--- config.mk ---
export PLATFORM = sky130hd
export DESIGN_NAME = seq_cu
export DESIGN_NICKNAME = d
export VERILOG_FILES = /design/src/rtl/seq_cu.sv
export SDC_FILE = /design/constraint.sdc
export NUM_CORES = 1
export LEC_CHECK = 0
export CELL_PAD_IN_SITES_DETAIL_PLACEMENT = 1
export CELL_PAD_IN_SITES_GLOBAL_PLACEMENT = 2
export CORE_AREA = 2 2 79 66
export CTS_CLUSTER_DIAMETER = 100
export DETAILED_ROUTE_END_ITERATION = 6
export DIE_AREA = 0 0 81 68
export GPL_ROUTABILITY_DRIVEN = 1
export GPL_TIMING_DRIVEN = 1
export HOLD_SLACK_MARGIN = 0.15
export PLACE_DENSITY_LB_ADDON = 0.12
export SYNTH_ARGS = -nofsm -noshare
export SYNTH_HDL_FRONTEND = slang
export SYNTH_SLANG_ARGS = --single-unit
--- constraint.sdc ---
create_clock -name clk -period 2.58 [get_ports clk]
set_input_delay 0.258 -clock clk [delete_from_list [all_inputs] [get_ports clk]]
set_output_delay 0.258 -clock clk [all_outputs]
set_load 0.01 [all_outputs]
--- src/rtl/seq_cu.sv ---
// Sequencing control unit: registered instruction decode plus the interrupt-entry
// and RTI stack sequences, with rising-edge interrupt capture and fixed priority.
module seq_cu #(
   parameter int NSRC    = 4,
   parameter int STK_CYC = 2,
   parameter int VW      = (NSRC > 1) ? $clog2(NSRC) : 1
) (
   input  logic            clk,
   input  logic            rst,
   input  logic [7:0]      Opcode,
   input  logic            op_valid,
   input  logic [NSRC-1:0] INT,
   input  logic            flush,
   output logic            WB,
   output logic            MR,
   output logic            MW,
   output logic            Jmp,
   output logic            Stack_PC,
   output logic            Stack_Flags,
   output logic            StackOp,
   output logic [2:0]      ALU_Ops,
   output logic            stall,
   output logic [NSRC-1:0] int_ack,
   output logic [VW-1:0]   vec_sel
);

   typedef enum logic [2:0] {
      S_RUN     = 3'd0,
      S_INT_PC  = 3'd1,
      S_INT_FLG = 3'd2,
      S_INT_VEC = 3'd3,
      S_RTI_FLG = 3'd4,
      S_RTI_PC  = 3'd5
   } state_t;

   localparam logic [1:0] LAST   = 2'(STK_CYC - 1);
   localparam logic [7:0] OP_RTI = 8'b11_110_001;

   // Control word layout: {WB, MR, MW, Jmp, Stack_PC, Stack_Flags, StackOp, ALU_Ops[2:0]}
   localparam logic [9:0] C_PUSH_PC  = 10'b0010100000;
   localparam logic [9:0] C_PUSH_FLG = 10'b0010010000;
   localparam logic [9:0] C_VEC      = 10'b0101000000;
   localparam logic [9:0] C_POP_FLG  = 10'b0100011000;
   localparam logic [9:0] C_POP_PC   = 10'b0100101000;
   localparam logic [9:0] C_POP_PC_J = 10'b0101101000;

   state_t          state;
   logic [1:0]      cnt;
   logic [9:0]      ctrl;
   logic [NSRC-1:0] pend;
   logic [NSRC-1:0] int_prev;
   logic            in_service;

   assign {WB, MR, MW, Jmp, Stack_PC, Stack_Flags, StackOp, ALU_Ops} = ctrl;

   function automatic logic [9:0] decode(input logic [7:0] op);
      logic [9:0] c;
      c = '0;
      casez (op)
         8'b00_000_???: c = {7'b1000000, op[2:0]};
         8'b00_001_???: c = 10'b1100000000;
         8'b00_010_???: c = 10'b0010000000;
         8'b00_100_???,
         8'b01_100_???,
         8'b10_101_000: c = 10'b1000000000;
         8'b01_000_10?,
         8'b10_000_???: c = {7'b1000000, op[2:0]};
         8'b10_011_0??: c = 10'b0001000000;
         8'b10_110_000: c = 10'b0011100000;
         8'b10_111_000: c = 10'b0010000000;
         8'b10_111_001: c = 10'b1100001000;
         8'b11_110_000: c = C_POP_PC_J;
         default:       c = '0;
      endcase
      return c;
   endfunction

   // Lowest pending index wins, so scan from the top down.
   function automatic logic [VW-1:0] lowest(input logic [NSRC-1:0] p);
      logic [VW-1:0] idx;
      idx = '0;
      for (int i = NSRC - 1; i >= 0; i--) begin
         if (p[i]) idx = VW'(i);
      end
      return idx;
   endfunction

   // Outputs are loaded on the same edge that enters a state/count, so each
   // control word is visible exactly during the cycle it describes.
   always_ff @(posedge clk or posedge rst) begin
      if (rst) begin
         state      <= S_RUN;
         cnt        <= '0;
         ctrl       <= '0;
         stall      <= 1'b0;
         int_ack    <= '0;
         vec_sel    <= '0;
         pend       <= '0;
         int_prev   <= '0;
         in_service <= 1'b0;
      end else begin
         int_prev <= INT;
         pend     <= (pend & ~int_ack) | (INT & ~int_prev);
         int_ack  <= '0;
         ctrl     <= '0;
         stall    <= 1'b0;
         case (state)
            S_RUN: begin
               if (pend != '0 && !in_service) begin
                  state      <= S_INT_PC;
                  cnt        <= '0;
                  ctrl       <= C_PUSH_PC;
                  stall      <= 1'b1;
                  in_service <= 1'b1;
                  vec_sel    <= lowest(pend);
               end else if (op_valid && !flush) begin
                  if (Opcode == OP_RTI) begin
                     state <= S_RTI_FLG;
                     cnt   <= '0;
                     ctrl  <= C_POP_FLG;
                     stall <= 1'b1;
                  end else begin
                     ctrl <= decode(Opcode);
                  end
               end
            end
            S_INT_PC: begin
               stall <= 1'b1;
               if (cnt == LAST) begin
                  state <= S_INT_FLG;
                  cnt   <= '0;
                  ctrl  <= C_PUSH_FLG;
               end else begin
                  cnt  <= cnt + 2'd1;
                  ctrl <= C_PUSH_PC;
               end
            end
            S_INT_FLG: begin
               stall <= 1'b1;
               if (cnt == LAST) begin
                  state   <= S_INT_VEC;
                  cnt     <= '0;
                  ctrl    <= C_VEC;
                  int_ack <= NSRC'(1) << vec_sel;
               end else begin
                  cnt  <= cnt + 2'd1;
                  ctrl <= C_PUSH_FLG;
               end
            end
            S_INT_VEC: begin
               state <= S_RUN;
               cnt   <= '0;
            end
            S_RTI_FLG: begin
               stall <= 1'b1;
               if (cnt == LAST) begin
                  state <= S_RTI_PC;
                  cnt   <= '0;
                  ctrl  <= (LAST == 2'd0) ? C_POP_PC_J : C_POP_PC;
               end else begin
                  cnt  <= cnt + 2'd1;
                  ctrl <= C_POP_FLG;
               end
            end
            S_RTI_PC: begin
               if (cnt == LAST) begin
                  state      <= S_RUN;
                  cnt        <= '0;
                  in_service <= 1'b0;
               end else begin
                  stall <= 1'b1;
                  cnt   <= cnt + 2'd1;
                  ctrl  <= ((cnt + 2'd1) == LAST) ? C_POP_PC_J : C_POP_PC;
               end
            end
            default: begin
               state <= S_RUN;
               cnt   <= '0;
            end
         endcase
      end
   end

endmodule

==> summary.md <==
| Metric | Value |
|---|---|
| Outcome | finished, final reports clean |
| Die Footprint | 5508 um2 |
| Die X | 81 um |
| Clock tree buffer depth | 2 |
| Ant diodes | 0 |
| Main synth FF type | dfrtp_1 |
| Async set or reset register ratio after synthesis | 100.0% |
| Clock transition at the registers of the reported paths | 0.07 ns |
| Final worst slack | 0.6350 ns |
| Total wire length | 3.996 mm |
| Hpwl dp | 2.952 mm |
| Antenna-violating nets left | 0 |
| Wire length of the first global-routing pass | 6.693 mm |
| Worst-path fanout max | 5 |
| Commonest cells after routing, fill and taps aside | 32 x clkdlybuf4s50_1, 31 x dfrtp_1, 12 x inv_1, 12 x a21oi_1, 8 x nand2_1 |
| Final-report setup violation count | 0 |
| Avg WL per Cell | 15.98 um |
| CP top delay family | simple AND/OR/NAND/NOR gates |
| Flops & latches, synth | 31 |
| Die height | 68 um |
| Post-synthesis sequential area ratio | 51.80% |
| Total CTS buffers | 5 |
| Cell Rows | 23 |
| Syn nets | 168 |
| Post-CTS Resized | 0 |
| H-tree depth | 2 |
| Top cell type's share of synthesized area | 51.80% |
| Worst Path Arrival | 2.17 ns |
| Unrepaired setup endpoints after global routing | no |
| CP startpoint | pend[0] |
| Cells after Synth | 152 |
| Netlist Area Pre-Place | 1498 um2 |
| Total gr overflow | 0 |
| Critical path class | flop to flop |
| CP max stage delay | 0.52 ns |
| WHS | 0.3514 ns |
| Synth warn | 0 |
| CTS sink cnt | 31 |
| Core box area | 4777 um2 |
| Top post-synthesis cells by area | dfrtp_1 52%, a21oi_1 4.0%, inv_1 3.0% |
| Syn_area_per_cell | 9.853 um2 |
| Hold Fails Final Rpt | 0 |
| Most common cell after layout, fill and taps aside | clkdlybuf4s50_1 |
| Tot Pwr | 1.510 mW |
| Worst Path Required | 2.80 ns |
| Ports | 33 |
| Area delta synth->final | 34.09% |
| Placed cell count | 242 |
| Max Fclk | 514.1 MHz |
| CP Depth | 4 |
| Hold Path Class | input port to async pin |
| Setup bufs post-CTS | 0 |
| Setup tns final | 0 ns |
| First drt pass iteration count | 4 |
| Cell Count, Final, Fillers Out | 250 |
| Layout cells sized above 1 | 10.11% |
| Initial antenna violation count | 0 |
| Detailed-route DRC error count | 0 |
| FILL cells | 561 |
| CTS root buf | clkbuf_8 |
| Cell Pwr Density | 751.8 nW/um2 |
| Worst-Margin Slew | 0.6553 ns |
| Total track usage | 16.43% |
| Slew Viols, Final | 0 |
| Pin count of the biggest net entering global routing | 32 |
| Vias in the first global route | 1,303 |
| Post-route minimum period | 1.945 ns |
| Worst Clk Skew | 0.01040 ns |
| # Max-Cap Violations | 0 |
| Startpoint Class | flop |
| Worst path cell trace | nor4_2 > o211ai_1 > nor4bb_1 > and2_1 |
| Synth area leader | dfrtp_1 |
| R2R cell count | 4 |
| Slew headroom | 56.22% |
| Yosys cell types | 40 |
| Worst-Skew Late Latency | 0.28 ns |
| Vias post-DR | 1,280 |
| Buf/Inv on CP | 0 |
| Initial Utilization | 31.35% |
| Setup Slack @ Placement | 0.3718 ns |
| Slowest cell on crit path | nor4bb_1 |
| I/O Buffers | 32 |
| P_leak | 0.8591 nW |
| Final Cycle Share | 75.39% |
| Worst reg2reg path startpoint | pend[0] |
| Via density | 5.120 |
| CP endpoint kind | flop |
| First-iteration detailed-routing DRC count | 73 |
| CTS tree | built |
| Cts hold-fix bufs | 0 |
| GP Congestion | 0.9233 |
| Nets | 203 |
| Peak supply drop | 0.2675 mV |
| Post-synth EDFFs | 0 |
-- through the flow --
step	util [%]	cell area [um2]
2_1_floorplan	-	1498
3_3_place_gp	39.58	1891
3_5_place_dp	39.58	1891
4_1_cts	42.04	2008
5_1_grt	42.04	2008
6_report	42.04	2008
-- cell type report --
class	count	area, um2	area share (%)
sequential	31	775.7	38.63
tap	62	77.57	3.863
multi-input combinational	102	649.4	32.34
timing repair buffer	35	342.8	17.07
inverter	12	45.04	2.243
clock inverter	2	35.03	1.745
clock buffer	6	82.58	4.112
-- synthesized netlist by cell type, types with 5 or more instances --
| master | instances |
|---|---|
| a21oi_1 | 12 |
| clkbuf_1 | 5 |
| dfrtp_1 | 31 |
| inv_1 | 12 |
| nand2_1 | 8 |
| nor2_1 | 7 |
| nor2b_1 | 6 |
| nor3_1 | 7 |
| o22ai_1 | 7 |
-- worst reg2reg max path: cells and delay by family, from the launching register on --
family	cells	cell delay, ns
compound gates	1	0.29
flops	1	0.43
simple gates	3	1.16
-- registers in the layout (all words and copies together) (netlist names) --
register	flops
vec_sel	2
pend	4
state	3
cnt	2
int_prev	4
stall	1
ctrl	10
int_ack	4
in_service	1
-- worst paths after layout --
path,endpoint,slack [ns]
setup reg to reg,ctrl[1],0.63
setup / recovery,ctrl[1],0.63
hold reg to reg,pend[2],0.42
max in group asynchronous,ctrl[7],1.93
min in group clk,pend[2],0.42
hold / removal,ctrl[3],0.35
-- where the power goes --
| group | leakage, nW | internal, mW | switching (mW) |
|---|---|---|---|
| clock | 0.0612 | 0.312 | 0.187 |
| combinational | 0.406 | 0.188 | 0.216 |
| sequential | 0.392 | 0.550 | 0.0559 |
| total | 0.859 | 1.05 | 0.459 |
-- layer usage --
metal	share of wire [%]	GRT usage [%]	vias up
met5	0	0	-
met4	0.95	5.720	0
met3	3.7	4.354	4
met2	45	23.35	27
met1	51	24.03	629
li1	-	-	620
-- kinds of logic after synthesis --
group	synth area share [%]
AOI/OAI and AO/OA	18.80
and+or+nand+nor	23.06
muxes	1.504
DFF	51.80
buffers and inverters	4.845
(Power assumes the default switching activity.)
